[config.mk]
export PLATFORM = sky130hd
export DESIGN_NAME = tx_meta_sched
export DESIGN_NICKNAME = d
export VERILOG_FILES = /design/src/rtl/tx_meta_sched.sv
export SDC_FILE = /design/constraint.sdc
export NUM_CORES = 1
export LEC_CHECK = 0
export ABC_AREA = 1
export BUFFER_PORTS_ARGS = -buffer_cell sky130_fd_sc_hd__buf_2
export CORE_MARGIN = 10
export CORE_UTILIZATION = 55
export DETAILED_ROUTE_END_ITERATION = 10
export PLACE_DENSITY = 0.86
export SLEW_MARGIN = 15
export SYNTH_ARGS = -nofsm -noshare
export SYNTH_HDL_FRONTEND = slang
export SYNTH_SLANG_ARGS = --single-unit
[constraint.sdc]
create_clock -name clk -period 2.45 [get_ports clk]
set_clock_uncertainty 0.1 [all_clocks]
set_input_delay 0.245 -clock clk [delete_from_list [all_inputs] [get_ports clk]]
set_output_delay 0.245 -clock clk [all_outputs]
set_load 0.05 [all_outputs]
[src/rtl/tx_meta_sched.sv]
// tx_meta_sched: transmit-side reader of the per-port 4-queue metadata buffer.
// Picks one eligible queue by strict priority (q0 highest), issues a one-cycle
// read strobe, captures the returned metadata, offers it to the transmitter and
// waits for frame completion before the next selection.
// Optional build macro CBS_EN adds a credit-based shaper on q2.
module tx_meta_sched #(
    parameter int                 MD_TIMEOUT = 8,
    parameter int                 CNT_W      = 16,
    parameter int                 IDLE_SLOPE = 4,
    parameter logic signed [15:0] CREDIT_MAX = 16'sd2047
) (
    input  logic                 clk,
    input  logic                 rst_n,
    input  logic [3:0]           in_q_empty,
    input  logic [3:0]           in_q_gate,
    input  logic [10:0]          in_q2_pkt_len,
    output logic [3:0]           out_q_rden,
    input  logic [7:0]           in_md,
    input  logic                 in_md_wr,
    output logic [7:0]           out_md,
    output logic                 out_md_valid,
    input  logic                 in_tx_ready,
    input  logic                 in_tx_done,
    output logic [4*CNT_W-1:0]   out_q_cnt,
    output logic                 out_err_timeout
);

    localparam int TO_W = $clog2(MD_TIMEOUT + 1);
    localparam logic [TO_W-1:0] TO_LAST = TO_W'(MD_TIMEOUT - 1);

    typedef enum logic [2:0] {
        IDLE,
        RD,
        WAIT_MD,
        SEND,
        WAIT_DONE
    } state_t;

    state_t            state_reg, state_next;
    logic [1:0]        sel_reg, sel_next;
    logic [1:0]        pick;
    logic [3:0]        elig_base;
    logic [3:0]        elig;
    logic [3:0]        rden_reg;
    logic [7:0]        md_reg;
    logic              md_valid_reg;
    logic              err_reg;
    logic [TO_W-1:0]   to_cnt_reg;
    logic              md_take;
    logic              md_expire;
    logic              tx_xfer;

    // Raw eligibility per queue: data present and gate open.
    genvar gi;
    generate
        for (gi = 0; gi < 4; gi++) begin : g_elig
            assign elig_base[gi] = ~in_q_empty[gi] & in_q_gate[gi];
        end
    endgenerate

`ifdef CBS_EN
    localparam logic signed [16:0] CMAX_X = 17'(CREDIT_MAX);

    logic signed [15:0] credit_reg;
    logic signed [16:0] credit_add;
    logic signed [16:0] credit_sub;
    logic               q2_sel;

    // q2 additionally needs non-negative credit.
    assign elig = {elig_base[3], elig_base[2] & ~credit_reg[15], elig_base[1:0]};

    // q2 counts as selected from the picking cycle until the FSM is idle again.
    assign q2_sel = ((state_reg == IDLE) && (|elig) && (pick == 2'd2)) ||
                    ((state_reg != IDLE) && (sel_reg == 2'd2));

    assign credit_add = 17'(credit_reg) + $signed(17'(IDLE_SLOPE));
    assign credit_sub = 17'(credit_reg) - $signed({6'd0, in_q2_pkt_len});

    // Credit: charge packet length on the q2 read, refill while q2 waits, drop positive credit when idle.
    always_ff @(posedge clk or negedge rst_n) begin
        if (!rst_n) begin
            credit_reg <= 16'sd0;
        end else if ((state_reg == RD) && (sel_reg == 2'd2)) begin
            if (credit_sub[16] != credit_sub[15])
                credit_reg <= 16'sh8000;
            else
                credit_reg <= credit_sub[15:0];
        end else if (in_q_empty[2] && (credit_reg > 16'sd0)) begin
            credit_reg <= 16'sd0;
        end else if (!in_q_empty[2] && !q2_sel) begin
            if (credit_add > CMAX_X)
                credit_reg <= CREDIT_MAX;
            else
                credit_reg <= credit_add[15:0];
        end
    end
`else
    logic unused_cbs;

    assign elig       = elig_base;
    assign unused_cbs = ^{in_q2_pkt_len, 16'(IDLE_SLOPE), CREDIT_MAX};
`endif

    // Strict priority encoder, q0 wins.
    always_comb begin
        pick = 2'd0;
        if (elig[0])
            pick = 2'd0;
        else if (elig[1])
            pick = 2'd1;
        else if (elig[2])
            pick = 2'd2;
        else if (elig[3])
            pick = 2'd3;
    end

    assign md_take   = (state_reg == WAIT_MD) && in_md_wr;
    assign md_expire = (state_reg == WAIT_MD) && !in_md_wr && (to_cnt_reg == TO_LAST);
    assign tx_xfer   = (state_reg == SEND) && in_tx_ready;

    // State and selected-queue registers.
    always_ff @(posedge clk or negedge rst_n) begin
        if (!rst_n) begin
            state_reg <= IDLE;
            sel_reg   <= 2'd0;
        end else begin
            state_reg <= state_next;
            sel_reg   <= sel_next;
        end
    end

    // Next-state logic; selection is only latched when leaving IDLE.
    always_comb begin
        state_next = state_reg;
        sel_next   = sel_reg;
        case (state_reg)
            IDLE: begin
                if (|elig) begin
                    sel_next   = pick;
                    state_next = RD;
                end
            end
            RD:        state_next = WAIT_MD;
            WAIT_MD: begin
                if (md_take)
                    state_next = SEND;
                else if (md_expire)
                    state_next = IDLE;
            end
            SEND: begin
                if (in_tx_ready)
                    state_next = WAIT_DONE;
            end
            WAIT_DONE: begin
                if (in_tx_done)
                    state_next = IDLE;
            end
            default:   state_next = IDLE;
        endcase
    end

    // Registered one-hot read strobe, high only for the cycle after RD.
    always_ff @(posedge clk or negedge rst_n) begin
        if (!rst_n)
            rden_reg <= 4'b0000;
        else if (state_reg == RD)
            rden_reg <= 4'b0001 << sel_reg;
        else
            rden_reg <= 4'b0000;
    end

    // Metadata wait timer, restarted on every read.
    always_ff @(posedge clk or negedge rst_n) begin
        if (!rst_n)
            to_cnt_reg <= '0;
        else if (state_reg == RD)
            to_cnt_reg <= '0;
        else if ((state_reg == WAIT_MD) && !in_md_wr && !md_expire)
            to_cnt_reg <= to_cnt_reg + 1'b1;
    end

    // Metadata capture and hand-off; valid drops on the accepting cycle.
    always_ff @(posedge clk or negedge rst_n) begin
        if (!rst_n) begin
            md_reg       <= 8'h00;
            md_valid_reg <= 1'b0;
        end else if (md_take) begin
            md_reg       <= in_md;
            md_valid_reg <= 1'b1;
        end else if (tx_xfer) begin
            md_valid_reg <= 1'b0;
        end
    end

    // Sticky timeout flag.
    always_ff @(posedge clk or negedge rst_n) begin
        if (!rst_n)
            err_reg <= 1'b0;
        else if (md_expire)
            err_reg <= 1'b1;
    end

    // Per-queue dequeue counters, bumped when the transmitter accepts.
    generate
        for (gi = 0; gi < 4; gi++) begin : g_cnt
            logic [CNT_W-1:0] cnt_reg;

            // Counter for queue gi, wraps naturally.
            always_ff @(posedge clk or negedge rst_n) begin
                if (!rst_n)
                    cnt_reg <= '0;
                else if (tx_xfer && (sel_reg == 2'(gi)))
                    cnt_reg <= cnt_reg + 1'b1;
            end

            assign out_q_cnt[gi*CNT_W +: CNT_W] = cnt_reg;
        end
    endgenerate

    assign out_q_rden      = rden_reg;
    assign out_md          = md_reg;
    assign out_md_valid    = md_valid_reg;
    assign out_err_timeout = err_reg;

endmodule

==> summary by stage, run 1 <==
Status
The flow ran to the end, and the final reports show no timing, DRC or antenna violations.

Synthesis
Of the total synthesized cell area, the portion taken by AND, OR, NAND and NOR gates is 0.351. By area, the combinational part of the netlist is dominated by simple AND/OR/NAND/NOR gates. The cell area after synthesis is 4390 um2. Counting distinct cell types in the post-synthesis netlist gives 29. The net count of the mapped netlist is 581. The share of the synthesized netlist area taken by xor and xnor gates is 0.0737.

During synthesis, Yosys emitted a total of 0 warnings. Averaged over all synthesized cells, the footprint is 8.08 um2. The number of cells produced by synthesis is 544. The total of flip-flops plus latches after synthesis is 87. The synthesized-area fraction occupied by adder cells is 0.0142. After synthesis, the share of cell area in mux cells is 0. The area fraction in compound gates after synthesis is 0.0182. For this run, the register share of the synthesized area comes to 0.495.

STA
Dividing the final minimum period by the clock period gives 0.731. For the final routed database, the setup TNS stands at 0 ns. Setup repair after global routing left no endpoint under its margin. The number of pins with negative max-slew slack in the final report is 0.

The count of final setup violators is 0. The worst slew margin relative to its limit is 0.629. The worst path in the final design needs a cycle of 1.79 ns, including I/O delays and setup.

The slew at the pin closest to its max-slew limit is 0.556 ns. The final hold violation count was 0. Static timing analysis puts the maximum clock frequency at 558 MHz.

Cells and area
The post-layout net count is 699. Registers take 2180 um2. From synthesis to final layout, the design area changed by 21.8%. The multi-input logic area is 2010 um2. Once layout is done, the placed cells without fillers occupy 5350 um2.

Of the cells placed in the final design, the portion with a size suffix greater than 1 is 0.198. The register with the most flip-flops in the layout has 64 of them. 0 antenna diodes ended up in the layout. The library cells used most frequently in the layout, excluding fill and tap cells, are 196 x nand2_1, 97 x buf_2, 87 x dfrtp_1.

Leaving out fill and tap cells, the most frequent cell in the layout is nand2_1. Fill cells in the final layout number 644.

Drt
The first-iteration detailed-routing DRC count is 136. In the routed layout, each cell is associated on average with a via count of 4.98. The detailed-routing iteration count for the pre-antenna-repair pass is 4. In this run the remaining antenna-violating nets after routing total 0. The routed layout has 3833 vias. After detailed routing, the number of remaining DRC violations is 0.

The mean routed wirelength per cell is 13.2 um. Summed over all layers, the routed wires come to 10.1 mm.

CTS
The number of gates given a new drive strength after cts is 0. In this run the clock root is driven by a clkbuf_8. The clock tree from TritonCTS is yes. The number of sinks handled by clock tree synthesis is 87. The later-pin clock latency in the skew report is 0.35 ns.

The clock transition at the register clock pins on the worst setup and hold paths after CTS is 0.08 ns. In this run the deepest clock path goes through 2 buffers. The total CTS buffers is 9. The H-tree was split into 3 levels.

Worst setup path
Data on the critical path arrives at its endpoint at 1.93 ns. In this run the worst path has a maximum fanout of 9. The worst-case reg-to-reg path depth is 6. For this run, the slowest stage of the critical path takes 0.47 ns.

The cell with the most instances on the worst path is nand2_1. STA classifies the critical path startpoint as a flop. The beginning of the worst register-to-register path is state_reg[2]. Tracing the worst setup path back leads to its startpoint at state_reg[2]. The signal on the critical path passes through inv_1, nand4_4, nor2_2, nand2_1, o21ai_0, nand2_1.

The worst setup slack for register-to-register paths is 0.66 ns. The slowest cell on the critical path is dfrtp_1. The endpoint identified for the worst register-to-register timing path is g_cnt[1].cnt_reg[7]. The category of the most critical setup path is flop to flop. Following the worst setup path forward leads to its endpoint at g_cnt[1].cnt_reg[7]. The critical path required time is 2.59 ns. The type of element capturing the critical path is a flop.

Die
The die covers 12000 um2. The die boundary height is 109 um. The width of the die is 109 um. The core region area is 7770 um2.

The initial utilization of the core area, before any placement, comes to 0.566. The I/O pin count is 110. The number of cell rows is 32.

Pwr
The share of total power dissipated in sequential elements is 0.418. The analysis attributes to net switching a power of 0.00182 W. Of the total power, the share spent switching nets is 0.408. The portion of total power attributed to combinational logic is 0.331. The areal power density over the cells is 834 nW/um2. IR analysis of the VDD net gives a maximum drop of 0.682 mV. The leakage power of the design is 2.82 nW. The cell internal power dissipation is 0.00264 W.

The clock network fraction of design power is 0.250.

Placement
The placed cell area is 5040 um2. Routability-driven placement finished with a final weighted congestion of 0.849. The placed wire-length estimate is 7.63 mm. The count of buffers added on input and output ports is 98.

GRT
The initial antenna violation count came to 0. The total congestion overflow after global routing is 0. The combined global-route utilization of all metal layers is 0.175. The global-route wire length before repair is 17.3 mm. Entering global routing, the biggest net connects 46 pins. The number of global-route vias before repair came to 3913.

Worst hold path
The path category of the worst min-delay check is primary input to flop. The startpoint identified for the worst hold timing path is in_md_wr.

Flow run
Across the run, the number of max-cap violations was 0.
[power groups by stage]
stage	clock network (W)	registers (W)	logic, W
final	0.00112	0.00187	0.00148
after detailed placement	0	0.00189	0.00148
after CTS	0.00115	0.00187	0.00149
after floorplan	0	0.00243	0.000536
after global routing	0.00120	0.00190	0.00161
after global placement	0	0.00187	0.00144
[metrics by stage]
stage	setup slack [ns]	hold WS (ns)	utilization	power, W	cells
CTS	0.649	0.0783	0.689	0.00450	769
finish	0.658	0.0914	0.689	0.00446	769
detailed placement	0.665	0.177	0.648	0.00337	744
floorplan	0.673	-0.151	-	0.00296	544
global route	0.482	0.116	0.689	0.00471	769
global placement	0.718	0.168	0.648	0.00331	744
[synthesized netlist by cell type]
master,number,share of area
a21boi_0,1,0.0017
a21oi_1,3,0.0034
and2_1,2,0.0028
buf_2,1,0.0011
clkbuf_1,1,0.00085
clkbuf_2,1,0.0011
clkinv_1,1,0.00085
dfrtp_1,87,0.50
ha_1,5,0.014
inv_1,50,0.043
inv_2,1,0.00085
nand2_1,196,0.17
nand2_2,2,0.0028
nand3_1,37,0.042
nand3_4,3,0.012
nand3b_1,8,0.014
nand3b_4,1,0.0046
nand4_1,9,0.013
nand4_4,1,0.0048
nor2_1,68,0.058
nor2_2,5,0.0071
nor2_4,3,0.0077
nor2_8,1,0.0046
nor3_1,9,0.010
o21ai_0,9,0.010
o21ai_1,1,0.0011
o21bai_1,1,0.0017
xnor2_1,19,0.038
xor2_1,18,0.036
[routing by layer]
layer	track usage	share of wire	up-vias
met5	0	0	-
met4	0.0586	0.013	0
met3	0.0468	0.067	12
met2	0.301	0.48	89
met1	0.206	0.44	1800
li1	-	-	1932
[worst min-delay path by stage]
stage                     endpoint  slack (ns)  cells after the start
6_report           out_err_timeout        0.09                      4
5_1_grt            out_err_timeout        0.12                      4
4_1_cts            out_err_timeout        0.08                      4
3_5_place_dp   g_cnt[0].cnt_reg[7]        0.18                      1
3_3_place_gp   g_cnt[0].cnt_reg[7]        0.17                      1
2_1_floorplan  g_cnt[0].cnt_reg[0]       -0.15                      0
[repair_timing]
action | in CTS | in global routing
hold buffers | 9 | 0
hold endpoints to repair | 50 | 0
setup buffers | 0 | 0
[final cells by class]
class	instances	share of cell area
clock buffers	13	0.0297
well taps	102	0.0239
repair buffers	110	0.116
clock inverters	3	0.0122
inverters	52	0.0365
multi-input cells	402	0.375
flip-flops and latches	87	0.407
[worst max-delay path: cells and delay by family (launching register included)]
kind                   cells  cell delay, ns
and+or+nand+nor            4            0.75
AOI/OAI and AO/OA          1            0.17
buffers and inverters      1            0.18
DFF                        1            0.47
[cells by family (layout without fill, tap and decap cells)]
logic type | count (synthesis) | in the layout
adder cells (fa/ha/maj) | 5 | 5
flip-flops | 87 | 87
XOR/XNOR | 37 | 37
AO/OA/AOI/OAI | 15 | 15
buffers and inverters | 55 | 178
AND/OR/NAND/NOR | 345 | 345
Power figures use the tool's default switching activity.
==> run 2: changes to the inputs <==
- CORE_UTILIZATION: 55 -> 48
- PLACE_DENSITY: 0.86 -> 0.8
- clock period: 2.45 -> 1.5 ns (I/O delays scaled with it)
==> run 2 against run 1 <==
Effect of this change: the flow now finishes with violations (setup timing); power is 82% higher; clock power increased by 86%; combinational power increased by 99%; hold slack got worse by 0.039 ns; critical endpoint is now g_cnt[2].cnt_reg[7]; count of clock-buffer cells in the layout down 1; largest power group unchanged; wire length rose by 7.9%; sequential share of layout area decreased by 3.1 points; critical path type unchanged; largest cell class unchanged; global-route usage fell by 1.4 points; setup slack worse by 0.67 ns.
==> summary by stage, run 2 (synthesized netlist as in run 1, its figures left out) <==
STA
The total negative slack for setup checks is -0.0200 ns (was 0 ns). The worst slew margin relative to its limit is 0.785 (was 0.629). Setup repair after global routing missed its margin: yes (was no). The maximum achievable frequency is 662 MHz (was 558 MHz).

The final hold violation count was 0 (unchanged). The post-route minimum period came to 1.51 ns (was 1.79 ns). The final critical-path share of the clock period is 1.01 (was 0.731). The count of final setup violators is 4 (was 0).

The worst setup slack after layout came to -0.00958 ns (was 0.658 ns). The slew at the pin closest to its max-slew limit is 0.320 ns (was 0.556 ns). The number of pins with negative max-slew slack in the final report is 0 (unchanged).

Pwr
The clock network fraction of design power is 0.256 (was 0.250). The switching power was 0.00318 W (was 0.00182 W). The fraction of power spent switching nets is 0.392 (was 0.408). The portion of total power attributed to combinational logic is 0.362 (was 0.331). The total design power is 0.00813 W (was 0.00446 W).

The cell internal power dissipation was 0.00495 W (was 0.00264 W). The areal power density over the cells is 1380 nW/um2 (was 834 nW/um2). The leakage power of the design came to 3.00 nW (was 2.82 nW). The fraction of power consumed by sequential logic is 0.382 (was 0.418). The peak ir drop on the vdd network came to 1.26 mV (was 0.682 mV).

Die
The I/O pin count is 110 (unchanged). The core region area is 8810 um2 (was 7770 um2). The width of the die is 116 um (was 109 um). The area enclosed by the die boundary was 13400 um2 (was 12000 um2). The number of cell rows is 34 (was 32). The initial core utilization is 0.499 (was 0.566). The die boundary height was 116 um (was 109 um).

Worst hold path
The beginning of the worst hold path is in_md_wr (unchanged). The endpoint of the worst hold path is out_err_timeout (unchanged). The path category of the worst min-delay check was primary input to flop (unchanged). The cell count of the worst hold path came to 4 (unchanged).

GRT
The combined global-route utilization of all metal layers is 0.160 (was 0.175). The number of global-route vias before repair is 3906 (was 3913). The total congestion overflow after global routing came to 0 (unchanged).

The global-route wire length before repair came to 17.9 mm (was 17.3 mm). The initial antenna violation count was 0 (unchanged). The maximum number of pins on one net before global-route repair is 35 (was 46).

CTS
The buffer type at the clock tree root was clkbuf_8 (unchanged). The later-pin clock latency in the skew report is 0.35 ns (about the same). The count of H-tree levels built during CTS is 3 (unchanged). The clock tree from TritonCTS is yes (unchanged). The total CTS buffers came to 9 (unchanged). The clock transition at the register clock pins on the worst setup and hold paths after CTS is 0.08 ns (about the same). The maximum clock insertion buffer count is 2 (unchanged).

The number of sinks handled by clock tree synthesis is 87 (unchanged).

Drt
The number of vias per cell after detailed routing came to 4.94 (was 4.98). The residual antenna-violating net count after detailed routing came to 0 (unchanged). The first-iteration detailed-routing DRC count is 126 (was 136). The mean routed wirelength per cell is 13.5 um (was 13.2 um).

The DRC violation count after routing came to 0 (unchanged). The detailed-routing iteration count for the pre-antenna-repair pass is 4 (unchanged). The final wirelength is 10.9 mm (was 10.1 mm).

The number of vias after detailed routing is 3989 (was 3833).

Worst setup path
The type of element capturing the critical path is a flop (unchanged). The slowest cell on the critical path was dfrtp_2 (was dfrtp_1). The data arrival time of the critical path is 1.64 ns (was 1.93 ns). The beginning of the worst register-to-register path is state_reg[2] (unchanged). The category of the worst setup path launch point is a flop (unchanged). The critical path buffer and inverter count is 1 (unchanged). The critical path required time was 1.64 ns (was 2.59 ns). The maximum fanout along the worst path came to 6 (was 9).

CP Cell Sequence: nor2_8, nand3_4, inv_2, nand2_2, o21ai_1, nand2_1 (was inv_1, nand4_4, nor2_2, nand2_1, o21ai_0, nand2_1). The category of the most critical setup path is flop to flop (unchanged). The worst flop-to-flop path endpoint is g_cnt[2].cnt_reg[7] (was g_cnt[1].cnt_reg[7]). The worst setup slack for register-to-register paths is -0.01 ns (was 0.66 ns). The dominant delay contributor by cell family on the critical path is simple AND/OR/NAND/NOR gates (unchanged). The highest cell delay on the worst timing path is 0.48 ns (was 0.47 ns).

The worst-case reg-to-reg path depth is 6 (unchanged). The source of the critical timing path is state_reg[2] (unchanged).

Placement
The final RePlAce weighted congestion is 0.848 (was 0.849). The worst setup timing slack at the placement stage is -0.0960 ns (was 0.665 ns). The placed wire-length estimate is 8.08 mm (was 7.63 mm). The count of input and output buffers is 98 (unchanged).

Cells and area
The layout-stage area growth over the synthesis result is 34.5% (was 21.8%). The flip-flop count of the largest register, all copies and words added is 64 (unchanged). The diode insertion count for antenna repair was 0 (unchanged).

The utilization after layout came to 0.671 (was 0.689). The post-layout net count is 732 (was 699). The fraction of final layout cells sized beyond drive strength 1 is 0.336 (was 0.198).

Most used cells in the layout excluding fill and tap cells: 188 x nand2_1, 97 x buf_2, 56 x nor2_1 (was 196 x nand2_1, 97 x buf_2, 87 x dfrtp_1). The most common cell after layout, fill and taps aside is nand2_1 (unchanged).

Flow run
The count of maximum capacitance violations is 0 (unchanged).

Status
Outcome: finished with violations (was finished, final reports clean). The final reports fail on setup timing.
## run 2: changes by cell type in the layout (fill, tap and decap cells not counted), sizes merged
cell         before  now
clkinv            2    0
buf             101  133
clkbuf           13   12
bufinv            2    4
dlygate4sd3       9   10
clkinvlp          0    1
## run 2: area by class of cell
class | count | area, um2
fillers | 713 | 2900
inverters | 52 | 199
repair buffers | 143 | 900
multi-input cells | 402 | 2200
clock buffers | 12 | 135
clock inverters | 4 | 120
flip-flops and latches | 87 | 2220
well taps | 108 | 135
## run 2: stage by stage
stage | cells | cell area (um2) | hold slack (ns)
6_report | 808 | 5910 | 0.0521
5_1_grt | 808 | 5910 | 0.0922
4_1_cts | 796 | 5670 | 0.0240
3_5_place_dp | 767 | 5280 | -0.0262
3_3_place_gp | 767 | 5280 | -0.0299
2_1_floorplan | 544 | 4490 | -0.246
## run 2: worst max path at each step
stage / endpoint / slack, ns / cells after the start
floorplan: g_cnt[0].cnt_reg[12] / -0.03 / 7
finish: g_cnt[2].cnt_reg[7] / -0.01 / 6
global route: g_cnt[2].cnt_reg[7] / -0.08 / 7
global placement: state_reg[0] / -0.03 / 4
detailed placement: to_cnt_reg[1] / -0.1 / 4
CTS: to_cnt_reg[1] / -0.004 / 4
## run 2: power by group through the flow
| stage | logic [W] | clock network [W] | registers (W) |
|---|---|---|---|
| 4_1_cts | 0.00270 | 0.00212 | 0.00310 |
| 2_1_floorplan | 0.000900 | 0 | 0.00403 |
| 6_report | 0.00295 | 0.00208 | 0.00311 |
| 5_1_grt | 0.00320 | 0.00222 | 0.00316 |
| 3_5_place_dp | 0.00264 | 0 | 0.00313 |
| 3_3_place_gp | 0.00256 | 0 | 0.00311 |
## run 2: layer usage
| layer | track usage | vias up | part of all wire |
|---|---|---|---|
| li1 | - | 1998 | - |
| met1 | 0.199 | 1880 | 0.44 |
| met2 | 0.275 | 100 | 0.50 |
| met3 | 0.0367 | 11 | 0.056 |
| met4 | 0.0442 | 0 | 0.0084 |
| met5 | 0 | - | 0 |
## run 2: what timing repair did
| action | in CTS | in global routing |
|---|---|---|
| setup buffers | 3 | 11 |
| hold endpoints to repair | 96 | 0 |
| resized for setup | 6 | 46 |
| hold buffers | 10 | 0 |
| cloned | 0 | 1 |
| pin swaps | 1 | 7 |
| endpoints found under the setup margin | 27 | 47 |
## run 2: tightest hold or removal path: cells and delay by family
family	cells	cell delay [ns]
compound gates	1	0.06
buf+inv	2	0.17
simple gates	1	0.08
